### src/rtl/mac_seq_ctrl_pkg.sv
// Shared state encodings and length helpers for the MAC job sequencer.
// Pure declarations: no latency. No handshakes or backpressure.
package mac_seq_ctrl_pkg;

  localparam logic [2:0] ST_IDLE   = 3'd0;
  localparam logic [2:0] ST_CLEAR  = 3'd1;
  localparam logic [2:0] ST_FETCH  = 3'd2;
  localparam logic [2:0] ST_DRAIN  = 3'd3;
  localparam logic [2:0] ST_RESULT = 3'd4;

  function automatic int unsigned clip_len(input int unsigned len, input int unsigned max_len);
    return (len > max_len) ? max_len : len;
  endfunction

  function automatic int unsigned cnt_width(input int unsigned max_val);
    return (max_val < 2) ? 1 : $clog2(max_val + 1);
  endfunction

endpackage

### src/rtl/mac_seq_ctrl_lane_mask.sv
// Remaining element count -> per-lane enable (lane j live while j < rem).
// Combinational, zero latency. No backpressure.
module mac_seq_ctrl_lane_mask #(
  parameter int PARALLEL = 1,
  parameter int LENW     = 6
) (
  input  logic [LENW-1:0]     rem,
  output logic [PARALLEL-1:0] lane_en
);

  always_comb begin
    lane_en = '0;
    for (int j = 0; j < PARALLEL; j++) begin
      lane_en[j] = (rem > LENW'(j));
    end
  end

endmodule

### src/rtl/mac_seq_ctrl.sv
// Job sequencer: accepts (base,len) jobs, streams masked operand beats to the MAC, returns the accumulator.
// Latency: accept cycle t0 -> res_valid in t0+ceil(Lc/PARALLEL)+3+PIPE_LAT; one job in flight at a time.
// Backpressure: job_ready only in IDLE; result held until res_ready. Optional abort input under MAC_SEQ_ABORT_EN.
module mac_seq_ctrl #(
  parameter int PARALLEL = 1,
  parameter int DW       = 8,
  parameter int ACCW     = 16,
  parameter int ADDRW    = 5,
  parameter int MAX_LEN  = 25,
  parameter int PIPE_LAT = 1
) (
  input  logic                   clk,
  input  logic                   rst_b,
  input  logic                   job_valid,
  output logic                   job_ready,
  input  logic [ADDRW-1:0]       job_base,
  input  logic [ADDRW:0]         job_len,
`ifdef MAC_SEQ_ABORT_EN
  input  logic                   abort,
`endif
  output logic                   mem_rd_en,
  output logic [ADDRW-1:0]       mem_addr,
  input  logic [PARALLEL*DW-1:0] mem_a_rdata,
  input  logic [PARALLEL*DW-1:0] mem_b_rdata,
  output logic                   mac_clr,
  output logic                   mac_en,
  output logic [PARALLEL*DW-1:0] mac_a,
  output logic [PARALLEL*DW-1:0] mac_b,
  input  logic [ACCW-1:0]        mac_acc,
  output logic                   res_valid,
  input  logic                   res_ready,
  output logic [ACCW-1:0]        res_data,
  output logic                   busy
);
  import mac_seq_ctrl_pkg::*;

  localparam int LENW = ADDRW + 1;
  localparam int DRW  = cnt_width(PIPE_LAT);
  localparam logic [ADDRW-1:0] ADDR_STEP = ADDRW'(PARALLEL);
  localparam logic [LENW-1:0]  REM_STEP  = LENW'(PARALLEL);

  logic [2:0]          state_q, state_d;
  logic [ADDRW-1:0]    addr_q;
  logic [LENW-1:0]     rem_q;
  logic [LENW-1:0]     len_clip;
  logic [DRW-1:0]      drain_q;
  logic                en_q;
  logic [PARALLEL-1:0] mask_q;
  logic [PARALLEL-1:0] lane_en;
  logic [ACCW-1:0]     res_q;
  logic                accept;
  logic                last_beat;
  logic                drain_done;
  logic                fetch_beat;
  logic                abort_hit;

  assign len_clip   = LENW'(clip_len(32'(job_len), MAX_LEN));
  assign accept     = job_valid && (state_q == ST_IDLE);
  assign last_beat  = (rem_q <= REM_STEP);
  assign drain_done = (drain_q == DRW'(PIPE_LAT));

`ifdef MAC_SEQ_ABORT_EN
  logic abort_clr_q;

  assign abort_hit = abort && ((state_q == ST_CLEAR) || (state_q == ST_FETCH) ||
                               (state_q == ST_DRAIN));

  // Aborted jobs leave partial sums behind; wipe them in the first IDLE cycle.
  always_ff @(posedge clk or negedge rst_b) begin
    if (!rst_b) begin
      abort_clr_q <= 1'b0;
    end else begin
      abort_clr_q <= abort_hit;
    end
  end

  assign mac_clr = (state_q == ST_CLEAR) || abort_clr_q;
`else
  assign abort_hit = 1'b0;
  assign mac_clr   = (state_q == ST_CLEAR);
`endif

  assign fetch_beat = (state_q == ST_FETCH) && !abort_hit;

  mac_seq_ctrl_lane_mask #(
    .PARALLEL(PARALLEL),
    .LENW    (LENW)
  ) u_lane_mask (
    .rem    (rem_q),
    .lane_en(lane_en)
  );

  always_comb begin
    state_d = state_q;
    case (state_q)
      ST_IDLE:   if (job_valid) state_d = ST_CLEAR;
      ST_CLEAR:  state_d = (rem_q == '0) ? ST_DRAIN : ST_FETCH;
      ST_FETCH:  if (last_beat) state_d = ST_DRAIN;
      ST_DRAIN:  if (drain_done) state_d = ST_RESULT;
      ST_RESULT: if (res_ready) state_d = ST_IDLE;
      default:   state_d = ST_IDLE;
    endcase
    if (abort_hit) state_d = ST_IDLE;
  end

  always_ff @(posedge clk or negedge rst_b) begin
    if (!rst_b) begin
      state_q <= ST_IDLE;
      addr_q  <= '0;
      rem_q   <= '0;
      drain_q <= '0;
      en_q    <= 1'b0;
      mask_q  <= '0;
      res_q   <= '0;
    end else begin
      state_q <= state_d;
      if (accept) begin
        addr_q <= job_base;
        rem_q  <= len_clip;
      end else if (state_q == ST_FETCH) begin
        addr_q <= addr_q + ADDR_STEP;
        rem_q  <= last_beat ? '0 : rem_q - REM_STEP;
      end
      drain_q <= ((state_q == ST_DRAIN) && !drain_done) ? drain_q + DRW'(1) : '0;
      // SRAM data lands one cycle after the strobe, so lane valids ride one stage behind.
      en_q    <= fetch_beat;
      mask_q  <= fetch_beat ? lane_en : '0;
      if ((state_q == ST_DRAIN) && (state_d == ST_RESULT)) begin
        res_q <= mac_acc;
      end
    end
  end

  for (genvar j = 0; j < PARALLEL; j++) begin : g_lane
    assign mac_a[j*DW +: DW] = (en_q && mask_q[j]) ? mem_a_rdata[j*DW +: DW] : '0;
    assign mac_b[j*DW +: DW] = (en_q && mask_q[j]) ? mem_b_rdata[j*DW +: DW] : '0;
  end

  assign job_ready = (state_q == ST_IDLE);
  assign busy      = (state_q != ST_IDLE);
  assign mem_rd_en = (state_q == ST_FETCH);
  assign mem_addr  = addr_q;
  assign mac_en    = en_q;
  assign res_valid = (state_q == ST_RESULT);
  assign res_data  = res_q;

endmodule

### config.mk
export PLATFORM = sky130hd
export DESIGN_NAME = mac_seq_ctrl
export DESIGN_NICKNAME = d
export VERILOG_FILES = /design/src/rtl/mac_seq_ctrl_pkg.sv /design/src/rtl/mac_seq_ctrl_lane_mask.sv /design/src/rtl/mac_seq_ctrl.sv
export SDC_FILE = /design/constraint.sdc
export NUM_CORES = 1
export LEC_CHECK = 0
export BUFFER_PORTS_ARGS = -buffer_cell sky130_fd_sc_hd__buf_2
export CORE_ASPECT_RATIO = 0.75
export CORE_UTILIZATION = 40
export CTS_CLUSTER_SIZE = 25
export DETAILED_ROUTE_END_ITERATION = 12
export HOLD_SLACK_MARGIN = 0.03
export PLACE_DENSITY = 0.85
export SLEW_MARGIN = 20
export SYNTH_ARGS = -nofsm -noshare
export SYNTH_HDL_FRONTEND = slang
export SYNTH_SLANG_ARGS = --single-unit
export TNS_END_PERCENT = 10
### constraint.sdc
create_clock -name clk -period 1.49 [get_ports clk]
set_input_delay 0.447 -clock clk [delete_from_list [all_inputs] [get_ports clk]]
set_output_delay 0.447 -clock clk [all_outputs]
set_load 0.02 [all_outputs]
; ---- Word-level counts from Yosys, hierarchy flattened
; Index checks and enable logic that the tools add are counted.
[totals]
reg_bits = 33
in_bits = 47
word_cells = 43
[classes]
eq_ne = 5
reduce_logical = 9
n_lt_le_gt_ge = 3
addsub = 3
mux = 16
[ops]
columns = op, count
row1 = $mux W6, 4
row2 = $mux W8, 2
row3 = $pmux W3 S5, 1
row4 = $mux W3, 4
row5 = $mux W5, 2
row6 = $eq A3 B2 Y1 const B, 2
row7 = $eq A3 B3 Y1 const B, 2
row8 = $gt A6 B1 Y1 const B, 1
row9 = $gt A6 B5 Y1 const B, 1
row10 = $le A6 B1 Y1 const B, 1
row11 = $logic_not A6 Y1, 1
row12 = $sub A6 B1 Y6 const B, 1
row13 = $add A5 B1 Y5 const B, 1
row14 = $logic_and A1 B1 Y1, 4
row15 = $eq A3 B1 Y1 const B, 1
row16 = $logic_not A3 Y1, 1
row17 = $mux W1, 3
row18 = $reduce_bool A3 Y1, 1
row19 = $reduce_bool A2 Y1, 1
row20 = $add A1 B1 Y1 const B, 1
row21 = $logic_not A1 Y1, 1

; ---- Longest topological paths before layout
; Gate-level depths: netlist (run 1).
[depth]
word_depth = 5
depth_mapped = 7
mapped_depth_nobuf = 6

; ---- By module
; From an unflattened synthesis (run 1), not the netlist that was laid out.
[unflattened]
hier_cells = 152
hier_area_um2 = 1684.1
[by_module_without_submodules]
columns = mod, area_per_inst_um2, seq_area_each_um2, instances, cells_per_inst
row1 = mac_seq_ctrl, 1670.4, 825.8, 1, 149
row2 = mac_seq_ctrl_lane_mask, 13.8, 0.0, 1, 3

; ---- Least setup slack after synthesis (run 1)
; Ideal clock, no wire load.
[synth_path]
path_type = register -> output
startpoint = reg state_q[1]
endpoint = out job_ready
t_arrival_ps = 1223
required_ps = 1043
path_slack_ps = -180
stages_incl_launch_ff = 4
path_buffers = 1
path_cell_list = dfrtp_1 buf_6 or3_2 inv_1
[synth_between]
elab_chain_len = 1
[synth_lines]
columns = item, line_no
row1 = start: declaration, mac_seq_ctrl.sv:42  ; logic [2:0] state_q, state_d;
row2 = start signal: assignment, mac_seq_ctrl.sv:116  ; state_q <= state_d;
row3 = $logic_not A3 Y1, mac_seq_ctrl.sv:139  ; assign job_ready = (state_q == ST_IDLE);
row4 = end: declaration, mac_seq_ctrl.sv:15  ; output logic job_ready,
; Every way passes these cells.

; ---- Worst setup path in the final report (run 1)
[layout_path]
startpoint = reg state_q[1]
endpoint = out busy
[layout_between]
elab_chain_len = 1
[layout_lines]
columns = item, line_no
row1 = $reduce_bool A3 Y1, mac_seq_ctrl.sv:140  ; assign busy = (state_q != ST_IDLE);
row2 = end: declaration, mac_seq_ctrl.sv:33  ; output logic busy
; Every way passes these cells.

==> run summary, run 1 <==
- **DIE HEIGHT** 58.3 um
- **number of synthesized flops with an enable pin** 0
- **number of global-route vias before repair** 1416
- **count of final hold-check violations** 0
- **later-pin clock latency in the skew report** 0.28 ns
- **number of antenna violations at the first check in global routing** 0
- **Static Leakage** 0.00137 uW
- **number of distinct standard cells referenced by the synthesized netlist** 40
- **clock slew at the register clock pins of the worst setup and hold paths** 0.07 ns
- **number of cells traversed by the worst register-to-register path** 5
- **Global Route Usage Sum** 18.9%
- **Synth Instances** 160
- **f_max** 575 MHz
- **detail-routed net length per standard cell** 12.6 um
- **DRT antenna net count** 0
- **max-slew violations** 0
- **maximum number of pins on one net before global-route repair** 34
- **worst path arrival time** 1.29 ns
- **wire length of the first global-routing pass** 6.54 mm
- **Primary FF master, synth** sky130_fd_sc_hd__dfrtp_1
- **Post-Layout Cell Count** 332
- **violated checks** negative setup slack
- **Synth Area per Inst** 10.5 um^2
- **critical-path maximum fanout** 7
- **Synth area leaders** sky130_fd_sc_hd__dfrtp_1 (49%), sky130_fd_sc_hd__mux2_2 (11%), sky130_fd_sc_hd__and3_1 (5.9%)
- **Total Nets Final** 327
- **post-synthesis cell area** 0.00169 mm^2
- **final number of setup-violating endpoints** 29
- **share of cells above drive strength 1** 59.2%
- **flop and latch count out of synthesis** 33
- **via count** 1658
- **leftover overflow at the end of global routing** 0
- **end-of-flow core utilization** 63.2%
- **number of cells after detailed placement** 317
- **ports placed on the boundary** 90
- **Crit path largest cell delay** 0.45 ns
- **die width** 77.0 um
- **ratio of total power to cell area** 2080 mW/mm^2
- **number of antenna cells inserted** 0
- **ratio of final minimum period to clock period** 117%
- **placement row count** 20
- **largest area contributor in the netlist** sky130_fd_sc_hd__dfrtp_1
- **clock tree from TritonCTS** yes
- **total length of routed wires** 4.18 mm
- **sequential cell area fraction in the yosys report** 48.9%
- **Final WS setup** -0.250 ns
- **routability congestion estimate from global placement** 0.928
- **worst reg2reg endpoint** mem_addr[4]
- **Num Clock Sinks** 33
- **worst slew margin relative to its limit** 72.3%
- **HPWL after detailed placement** 3.05 mm
- **Critical Path Start Type** flip-flop
- **number of H-tree levels** 2
- **outcome** complete, but fails checks
- **RSZ-0062 raised after global routing** yes
- **Hold Path Class** in2async
- **final worst path period need** 1.74 ns
- **Register-to-Register Setup Slack** -0.16 ns
- **data required time at the worst endpoint** 1.04 ns
- **Synth Warn #** 0
- **worst clock skew on the final layout** 0.00559 ns
- **Port Buffer Count** 89
- **Starting Density** 41.6%
- **die area** 0.00449 mm^2
- **Post-synth ARST share** 100%
- **Critical-path top delay cell** sky130_fd_sc_hd__dfrtp_2
- **area growth from synthesis to layout** 51.8%
- **First DRT Iteration DRCs** 77
- **proportion of netlist area held by the largest area contributor** 48.9%
- **cells traversed along the worst timing path** or3_4, buf_4
- **Crit Path Category** reg2out
- **Longest Clk Path Bufs** 2
- **count of TritonRoute iterations in the first routing pass** 4
- **type of destination of the critical path** primary output
- **transition time at the pin with the least slew margin** 0.412 ns
- **CTS Buf Count** 5
- **worst vdd rail ir drop** 0.939 mV
- **Residual DRC** 0
- **vias per cell** 4.99
- **cell chosen for the clock root** sky130_fd_sc_hd__clkbuf_8
- **total nets after synthesis** 211
- **core area** 0.00405 mm^2
- **number of max-capacitance violations reported** 0
- **launch instance of the worst register-to-register path** state_q[2]
flip-flops by register name, indices dropped and copies added, names as in the netlist:
| name | count |
|---|---|
| mac_en | 1 |
| mem_addr | 5 |
| drain_done | 1 |
| mask_q | 1 |
| state_q | 3 |
| rem_q | 6 |
| res_data | 16 |
layout by cell type (no fill, tap or decap), drive strengths merged, types with 3 or more instances in the layout:
cell / n
ha: 4
nand3: 3
dfrtp: 33
nor2: 10
mux2: 16
buf: 116
and3: 16
o21ai: 10
inv: 6
nor3: 3
clkinv: 3
clkbuf: 5
a21oi: 8
nand2: 16
synth_stat cells (all sizes together), types with 3 or more instances:
cell,number
inv,6
nor3,3
nand3,3
nor2,10
dfrtp,33
a21oi,8
nand2,16
ha,4
mux2,16
o21ai,10
buf,5
and3,16
worst max path at each step:
stage	slack [ns]	to	start
2_1_floorplan	-0.08	mac_clr	state_q[1]
3_3_place_gp	-0.07	rem_q[2]	state_q[1]
3_5_place_dp	-0.12	rem_q[2]	state_q[1]
4_1_cts	-0.26	busy	state_q[0]
5_1_grt	-0.30	job_ready	state_q[1]
6_report	-0.25	busy	state_q[1]
layout make-up:
class	count	area, um^2
Timing Repair Buffer	116	707
Clock buffer	5	68.8
Sequential cell	33	832
Inverter	7	27.5
Fill cell	345	1490
Clock inverter	3	17.5
Tap cell	55	68.8
Multi-Input combinational cell	113	841
report_power, final:
part	total [uW]	switching [uW]	internal, uW	leakage (uW)
Combinational	2950	1560	1390	0.000936
Clock	655	333	322	0.0000439
Sequential	1720	376	1340	0.000387
Total	5320	2260	3060	0.00137
routing by layer:
layer / track usage (%) / part of all wire, % / wire, um
met1: 24.2 / 43 / 1810
met2: 31.5 / 47 / 1980
met5: 0 / 0 / 0
met3: 5.04 / 8.7 / 365
met4: 5.93 / 0.34 / 14
kinds of logic (layout without fill, tap and decap cells):
family	Yosys count	in the layout	share of synthesized area (%)
and+or+nand+nor	60	60	20.2
DFF	33	33	48.9
AOI/OAI and AO/OA	30	30	11.5
muxes	17	17	11.3
buffers and inverters	14	131	4.15
adders and majority gates	4	4	2.97
xor gates and xnor gates	2	2	1.04
per-stage QoR:
stage               worst slack (ns)  instance area, um^2  power (uW)  setup TNS [ns]  hold WS (ns)
floorplan                    -0.0752                 1690        3360          -0.116         0.151
global route                  -0.299                 2560        5710           -4.57         0.113
detailed placement            -0.119                 2340        4400          -0.718         0.421
global placement             -0.0733                 2340        4310          -0.353         0.415
finish                        -0.250                 2560        5320           -2.99         0.103
CTS                           -0.262                 2500        5220           -2.97         0.113
critical path: cells and delay by family (launching register included):
family                 cells  cell delay, ns
flip-flops                 1            0.45
AND/OR/NAND/NOR            1            0.39
buffers and inverters      1            0.17
what timing repair did:
item	CTS	global route
resized for setup	14	19
buffers inserted	6	1
hold buffers	0	0
setup endpoints to repair	32	32
pin swaps	8	2
No activity file was read; power rests on OpenSTA's default activity.
==> inputs of run 2 (changes only) <==
CORE_UTILIZATION = 35   (was 40)
PLACE_DENSITY = 0.77   (was 0.85)
==> run summary, run 2 (synthesis gave the netlist of run 1 again) <==
- **most common cell after layout, fill and taps aside** sky130_fd_sc_hd__buf_2, unchanged
- **Hold Path Class** in2async, unchanged
- **CTS Buf Count** 5, unchanged
- **count of final hold-check violations** 0, unchanged
- **final worst path period need** 1.76 ns, was 1.74 ns
- **worst clock skew on the final layout** 0.00758 ns, was 0.00559 ns
- **Critical-path top delay cell** sky130_fd_sc_hd__dfrtp_2, unchanged
- **Num Clock Sinks** 33, unchanged
- **Crit Path Category** reg2out, unchanged
- **data required time at the worst endpoint** 1.04 ns, about the same
- **number of max-capacitance violations reported** 0, unchanged
- **die width** 82.2 um, was 77.0 um
- **detail-routed net length per standard cell** 13.0 um, was 12.6 um
- **end-of-flow core utilization** 57.0%, was 63.2%
- **routability congestion estimate from global placement** 0.827, was 0.928
- **DIE HEIGHT** 62.1 um, was 58.3 um
- **outcome** complete, but fails checks, unchanged
- **worst path arrival time** 1.31 ns, was 1.29 ns
- **violated checks** negative setup slack, unchanged
- **Global Route Usage Sum** 17.9%, was 18.9%
- **cell chosen for the clock root** sky130_fd_sc_hd__clkbuf_8, unchanged
- **number of cells after detailed placement** 323, was 317
- **First DRT Iteration DRCs** 45, was 77
- **launch instance of the worst register-to-register path** state_q[0], was state_q[2]
- **Post-Layout Cell Count** 336, was 332
- **share of cells above drive strength 1** 59.1%, was 59.2%
- **max reg flops** 16, unchanged
- **cell family contributing the most delay on the critical path** flip-flops, unchanged
- **Longest Clk Path Bufs** 2, unchanged
- **number of cells traversed by the worst register-to-register path** 5, unchanged
- **max-slew violations** 0, unchanged
- **ratio of total power to cell area** 2110 mW/mm^2, was 2080 mW/mm^2
- **worst reg2reg endpoint** rem_q[1], was mem_addr[4]
- **highest-count cells in the layout ignoring fill and taps** sky130_fd_sc_hd__buf_2 (73), sky130_fd_sc_hd__buf_4 (39), sky130_fd_sc_hd__dfrtp_1 (28), was sky130_fd_sc_hd__buf_2 (83), sky130_fd_sc_hd__dfrtp_1 (28), sky130_fd_sc_hd__buf_4 (26), sky130_fd_sc_hd__mux2_2 (16), sky130_fd_sc_hd__and3_1 (15)
- **ports placed on the boundary** 90, unchanged
- **number of antenna cells inserted** 0, unchanged
- **Starting Density** 37.1%, was 41.6%
- **Port Buffer Count** 89, unchanged
- **later-pin clock latency in the skew report** 0.28 ns, about the same
- **maximum number of pins on one net before global-route repair** 20, was 34
- **total non-filler cell area in the finished layout** 0.00259 mm^2, was 0.00256 mm^2
- **total of hold buffers inserted after clock tree synthesis** 0, unchanged
- **clock tree from TritonCTS** yes, unchanged
- **critical-path maximum fanout** 7, unchanged
- **Final WS setup** -0.269 ns, was -0.250 ns
- **final number of setup-violating endpoints** 28, was 29
- **count of TritonRoute iterations in the first routing pass** 4, unchanged
- **setup slack after placement** -0.132 ns, was -0.119 ns
- **worst vdd rail ir drop** 1.03 mV, was 0.939 mV
- **placement row count** 21, was 20
- **DRT antenna net count** 0, unchanged
- **number of global-route vias before repair** 1540, was 1416
- **Final Hold Slack** 0.0820 ns, was 0.103 ns
- **Register-to-Register Setup Slack** -0.14 ns, was -0.16 ns
- **number of H-tree levels** 2, unchanged
- **Static Leakage** 0.00137 uW, about the same
- **Bufs and invs on worst path** 2, was 1
- **number of antenna violations at the first check in global routing** 0, unchanged
- **ratio of final minimum period to clock period** 118%, was 117%
- **placement-stage cell area** 0.00237 mm^2, was 0.00234 mm^2
- **type of destination of the critical path** primary output, unchanged
- **total length of routed wires** 4.38 mm, was 4.18 mm
- **f_max** 568 MHz, was 575 MHz
- **core area** 0.00455 mm^2, was 0.00405 mm^2
- **transition time at the pin with the least slew margin** 0.429 ns, was 0.412 ns
- **Residual DRC** 0, unchanged
- **Crit path largest cell delay** 0.45 ns, about the same
- **HPWL after detailed placement** 3.41 mm, was 3.05 mm
- **RSZ-0062 raised after global routing** yes, unchanged
- **vias per cell** 4.93, was 4.99
- **via count** 1656, was 1658
- **die area** 0.00511 mm^2, was 0.00449 mm^2
- **Critical Path Start Type** flip-flop, unchanged
- **worst slew margin relative to its limit** 71.1%, was 72.3%
- **wire length of the first global-routing pass** 6.87 mm, was 6.54 mm
- **area growth from synthesis to layout** 53.6%, was 51.8%
- **leftover overflow at the end of global routing** 0, unchanged
- **clock slew at the register clock pins of the worst setup and hold paths** 0.07 ns, about the same
- **Total Nets Final** 329, was 327
- **cells traversed along the worst timing path** or3_4, inv_2, buf_6, was or3_4, buf_4
## run 2: repair_timing
action,4_1_cts,5_1_grt
buffers inserted,3,2
gates cloned,0,0
pin swaps,4,3
resized for setup,16,29
setup endpoints to repair,31,33
## run 2: worst max-delay path by stage
stage / endpoint / start / slack, ns / cells past startpoint
2_1_floorplan: mac_clr / state_q[1] / -0.08 / 2
3_3_place_gp: rem_q[2] / state_q[1] / -0.07 / 4
3_5_place_dp: rem_q[1] / state_q[1] / -0.13 / 4
4_1_cts: busy / state_q[0] / -0.27 / 2
5_1_grt: job_ready / state_q[0] / -0.32 / 3
6_report: job_ready / state_q[0] / -0.27 / 3
## run 2: where the power goes
group	internal [uW]	leakage (uW)	switching, uW
logic	1500	0.000939	1610
clock network	332	0.0000395	305
registers	1340	0.000387	376
total	3170	0.00137	2290
## run 2: cell type report
type / instances / area (um^2)
tap: 57 / 71.3
inverter: 7 / 26.3
timing repair buffer: 118 / 743
sequential: 33 / 832
fill: 428 / 1950
clock buffer: 8 / 80.1
multi-input combinational: 113 / 840
## run 2: metal layers
| metal | up-vias | part of all wire, % | GRT usage (%) |
|---|---|---|---|
| met5 | - | 0 | 0 |
| met4 | 0 | 0 | 2.85 |
| met3 | 0 | 9.1 | 4.56 |
| met2 | 78 | 50 | 31.0 |
| met1 | 770 | 41 | 22.4 |
| li1 | 808 | - | - |
## run 2: through the flow
stage / total power [uW] / TNS (ns)
after global placement: 4410 / -0.415
final: 5470 / -2.79
after CTS: 5360 / -3.08
after detailed placement: 4530 / -0.753
after floorplan: 3360 / -0.116
after global routing: 5890 / -4.54
==> inputs of run 3 (changes only) <==
ABC_AREA = 1   (was not set)
CELL_PAD_IN_SITES_DETAIL_PLACEMENT = 0   (was not set)
CELL_PAD_IN_SITES_GLOBAL_PLACEMENT = 1   (was not set)
CORE_UTILIZATION = 28   (was 35)
PLACE_DENSITY = 0.86   (was 0.77)
==> run summary, run 3 <==
- **violated checks** negative setup slack, unchanged
- **die area** 0.00670 mm^2, was 0.00511 mm^2
- **critical-path maximum fanout** 5, was 7
- **post-synthesis cell area** 0.00178 mm^2, was 0.00169 mm^2
- **First DRT Iteration DRCs** 67, was 45
- **Synth Warn #** 0, unchanged
- **sequential cell area fraction in the yosys report** 46.3%, was 48.9%
- **Residual DRC** 0, unchanged
- **Switching Fraction** 47.0%, was 42.0%
- **outcome** complete, but fails checks, unchanged
- **leftover overflow at the end of global routing** 0, unchanged
- **number of distinct standard cells referenced by the synthesized netlist** 25, was 40
- **adder-cell share of the synthesized area** 2.81%, was 2.97%
- **proportion of netlist area held by the largest area contributor** 46.3%, was 48.9%
- **most common cell after layout, fill and taps aside** sky130_fd_sc_hd__nand2_1, was sky130_fd_sc_hd__buf_2
- **Global Route Usage Sum** 14.8%, was 17.9%
- **combined area of the multi-input logic cells** 852 um^2, was 840 um^2
- **wire length of the first global-routing pass** 7.62 mm, was 6.87 mm
- **xor-xnor portion of the synthesized cell area** 0.982%, was 1.04%
- **commonest cells in the netlist** sky130_fd_sc_hd__nand2_1 (77), sky130_fd_sc_hd__dfrtp_1 (33), sky130_fd_sc_hd__inv_1 (33), sky130_fd_sc_hd__nor2_1 (31), sky130_fd_sc_hd__nand3_1 (29), was sky130_fd_sc_hd__dfrtp_1 (33), sky130_fd_sc_hd__and3_1 (16), sky130_fd_sc_hd__mux2_2 (16), sky130_fd_sc_hd__nand2_1 (16), sky130_fd_sc_hd__nor2_1 (10)
- **detail-routed net length per standard cell** 11.5 um, was 13.0 um
- **ratio of total power to cell area** 2060 mW/mm^2, was 2110 mW/mm^2
- **Final WS setup** -0.163 ns, was -0.269 ns
- **number of cells traversed by the worst register-to-register path** 7, was 5
- **DIE HEIGHT** 71.1 um, was 62.1 um
- **share of cells above drive strength 1** 38.6%, was 59.1%
- **number of filler cells placed in the layout** 609, was 428
- **worst clock skew on the final layout** 0.00453 ns, was 0.00758 ns
- **via count** 1917, was 1656
- **Synth Instances** 241, was 160
- **Post-Layout Cell Count** 430, was 336
- **RSZ-0062 raised after global routing** yes, unchanged
- **internal portion of total power** 2900 uW, was 3170 uW
- **Static Leakage** 0.00152 uW, was 0.00137 uW
- **Post-synth ARST share** 100%, unchanged
- **number of antenna violations at the first check in global routing** 0, unchanged
- **post-synthesis mux area share** 0%, was 11.3%
- **global route hottest layer** met2, unchanged
- **core area** 0.00598 mm^2, was 0.00455 mm^2
- **Num Clock Sinks** 33, unchanged
- **number of cells after detailed placement** 418, was 323
- **share of the synthesized area in compound gates (AO/OA/AOI/OAI)** 2.95%, was 11.5%
- **final worst path period need** 1.65 ns, was 1.76 ns
- **ratio of final minimum period to clock period** 111%, was 118%
- **launch instance of the worst register-to-register path** state_q[2], was state_q[0]
- **share of total power in combinational logic** 56.6%, was 56.9%
- **DRT antenna net count** 0, unchanged
- **total length of routed wires** 4.92 mm, was 4.38 mm
- **highest-count cells in the layout ignoring fill and taps** sky130_fd_sc_hd__nand2_1 (75), sky130_fd_sc_hd__buf_2 (69), sky130_fd_sc_hd__buf_4 (34), sky130_fd_sc_hd__dfrtp_1 (30), sky130_fd_sc_hd__inv_1 (29), was sky130_fd_sc_hd__buf_2 (73), sky130_fd_sc_hd__buf_4 (39), sky130_fd_sc_hd__dfrtp_1 (28)
- **area growth from synthesis to layout** 49.1%, was 53.6%
- **Total Nets Final** 402, was 329
- **f_max** 605 MHz, was 568 MHz
- **sequential share of power** 31.5%, was 31.4%
- **placement-stage cell area** 0.00242 mm^2, was 0.00237 mm^2
- **setup slack after placement** 0.0440 ns, was -0.132 ns
- **number of antenna cells inserted** 0, unchanged
- **worst reg2reg endpoint** mem_addr[0], was rem_q[1]
- **switching power summed over all nets** 2570 uW, was 2290 uW
- **met3 Track Usage GR** 3.87%, was 4.56%
- **end-of-flow core utilization** 44.5%, was 57.0%
- **data required time at the worst endpoint** 1.04 ns, about the same
- **post-synthesis share of cell area spent on and, or, nand and nor gates** 37.3%, was 20.2%
- **Starting Density** 29.9%, was 37.1%
- **later-pin clock latency in the skew report** 0.28 ns, about the same
- **largest area contributor in the netlist** sky130_fd_sc_hd__dfrtp_1, unchanged
- **final number of setup-violating endpoints** 20, was 28
- **Hold Path Class** in2async, unchanged
- **dominant combinational cell family by area after synthesis** simple AND/OR/NAND/NOR gates, unchanged
- **routability congestion estimate from global placement** 0.819, was 0.827
- **maximum number of pins on one net before global-route repair** 18, was 20
- **clock tree from TritonCTS** yes, unchanged
- **M1 GR Usage** 19.6%, was 22.4%
- **number of synthesized flops with an enable pin** 0, unchanged
- **Register-to-Register Setup Slack** 0.11 ns, was -0.14 ns
- **count of TritonRoute iterations in the first routing pass** 4, unchanged
- **Synth area leaders** sky130_fd_sc_hd__dfrtp_1 (46%), sky130_fd_sc_hd__nand2_1 (16%), sky130_fd_sc_hd__nand3_1 (8.1%), was sky130_fd_sc_hd__dfrtp_1 (49%), sky130_fd_sc_hd__mux2_2 (11%), sky130_fd_sc_hd__and3_1 (5.9%)
- **count of final hold-check violations** 0, unchanged
- **Longest Clk Path Bufs** 2, unchanged
- **worst path arrival time** 1.21 ns, was 1.31 ns
- **Port Buffer Count** 89, unchanged
- **placement row count** 24, was 21
- **HPWL after detailed placement** 3.63 mm, was 3.41 mm
- **Critical Path Start Type** flip-flop, unchanged
- **number of max-capacitance violations reported** 0, unchanged
- **worst vdd rail ir drop** 0.691 mV, was 1.03 mV
- **flop and latch count out of synthesis** 33, unchanged
- **library cell with the highest instance count after synthesis** sky130_fd_sc_hd__nand2_1, was sky130_fd_sc_hd__dfrtp_1
- **portion of total power attributed to the clock network** 11.8%, was 11.7%
- **ports placed on the boundary** 90, unchanged
- **cell chosen for the clock root** sky130_fd_sc_hd__clkbuf_8, unchanged
- **die width** 94.2 um, was 82.2 um
- **CTS Buf Count** 5, unchanged
- **met2 Track Usage GR** 24.2%, was 31.0%
- **Sequential Area** 830 um^2, was 832 um^2
- **number of H-tree levels** 2, unchanged
- **worst slew margin relative to its limit** 67.1%, was 71.1%
- **transition time at the pin with the least slew margin** 0.493 ns, was 0.429 ns
- **clock slew at the register clock pins of the worst setup and hold paths** 0.07 ns, about the same
- **max-slew violations** 0, unchanged
- **max reg flops** 16, unchanged
- **vias per cell** 4.46, was 4.93
- **total nets after synthesis** 292, was 211
- **type of destination of the critical path** primary output, unchanged
- **number of global-route vias before repair** 1677, was 1540
- **total non-filler cell area in the finished layout** 0.00266 mm^2, was 0.00259 mm^2
- **Crit Path Category** reg2out, unchanged
- **Synth Area per Inst** 7.40 um^2, was 10.5 um^2
- **Primary FF master, synth** sky130_fd_sc_hd__dfrtp_1, unchanged
run 3: cell count changes in the layout (fill, tap and decap cells not counted), moves of 4 or more:
| cell | previous run | this run |
|---|---|---|
| sky130_fd_sc_hd__nand4_1 | 0 | 4 |
| sky130_fd_sc_hd__buf_2 | 73 | 69 |
| sky130_fd_sc_hd__and3_1 | 16 | 0 |
| sky130_fd_sc_hd__o21ai_1 | 6 | 0 |
| sky130_fd_sc_hd__nand2_1 | 16 | 75 |
| sky130_fd_sc_hd__mux2_2 | 16 | 0 |
| sky130_fd_sc_hd__nor2_1 | 9 | 28 |
| sky130_fd_sc_hd__inv_1 | 3 | 29 |
| sky130_fd_sc_hd__buf_4 | 39 | 34 |
| sky130_fd_sc_hd__nand3_1 | 3 | 27 |
run 3: worst max-delay path by stage:
stage                from        end  slack [ns]
3_5_place_dp       mac_en   mac_a[6]        0.04
5_1_grt        state_q[2]  mem_rd_en       -0.22
3_3_place_gp   state_q[2]  mem_rd_en        0.07
2_1_floorplan      mac_en   mac_a[4]       -0.07
4_1_cts        state_q[2]  mem_rd_en       -0.14
6_report       state_q[2]  mem_rd_en       -0.16
run 3: worst max-delay path, cell delays in order (launching register included):
cell                      delay, ns
sky130_fd_sc_hd__dfrtp_1       0.42
sky130_fd_sc_hd__inv_2         0.12
sky130_fd_sc_hd__nand3_2       0.14
sky130_fd_sc_hd__inv_1         0.10
sky130_fd_sc_hd__buf_4         0.14
run 3: power groups by stage:
stage | logic, uW | registers [uW] | clock network (uW)
floorplan | 1550 | 1960 | 0
detailed placement | 2860 | 1660 | 0
finish | 3100 | 1730 | 647
global placement | 2830 | 1670 | 0
global route | 3440 | 1790 | 719
CTS | 3050 | 1720 | 678
run 3: cells by family (layout without fill, tap and decap cells):
logic type | Yosys count | after routing
adders and majority gates | 4 | 4
xor gates and xnor gates | 2 | 2
and+or+nand+nor | 152 | 153
buffers and inverters | 41 | 151
AOI/OAI and AO/OA | 9 | 9
DFF | 33 | 33
run 3: layout make-up:
cell class                      instances  area share (%)
Multi-Input combinational cell        168            32.0
Sequential cell                        33            31.2
Timing Repair Buffer                  108            25.0
Inverter                               35            5.08
Tap cell                               78            3.67
Clock buffer                            8            3.01
run 3: timing repair:
item	4_1_cts	5_1_grt
hold buffers	0	0
endpoints found under the setup margin	21	29
cloned	1	0
endpoints found under the hold margin	0	0
pin swaps	2	3
resized for setup	37	9
buffers inserted	3	0
run 3: per-stage QoR:
| stage | setup TNS (ns) | power (uW) | hold WS [ns] |
|---|---|---|---|
| after floorplan | -0.703 | 3500 | 0.151 |
| after global placement | 0 | 4490 | 0.368 |
| after detailed placement | 0 | 4520 | 0.368 |
| after CTS | -1.20 | 5440 | 0.0578 |
| after global routing | -2.24 | 5940 | 0.0658 |
| final | -1.00 | 5470 | 0.0601 |
run 3: metal layers:
layer | vias up | wire length [um]
li1 | 974 | -
met1 | 870 | 2270
met2 | 70 | 2280
met3 | 3 | 361
met4 | 0 | 16
met5 | - | 0
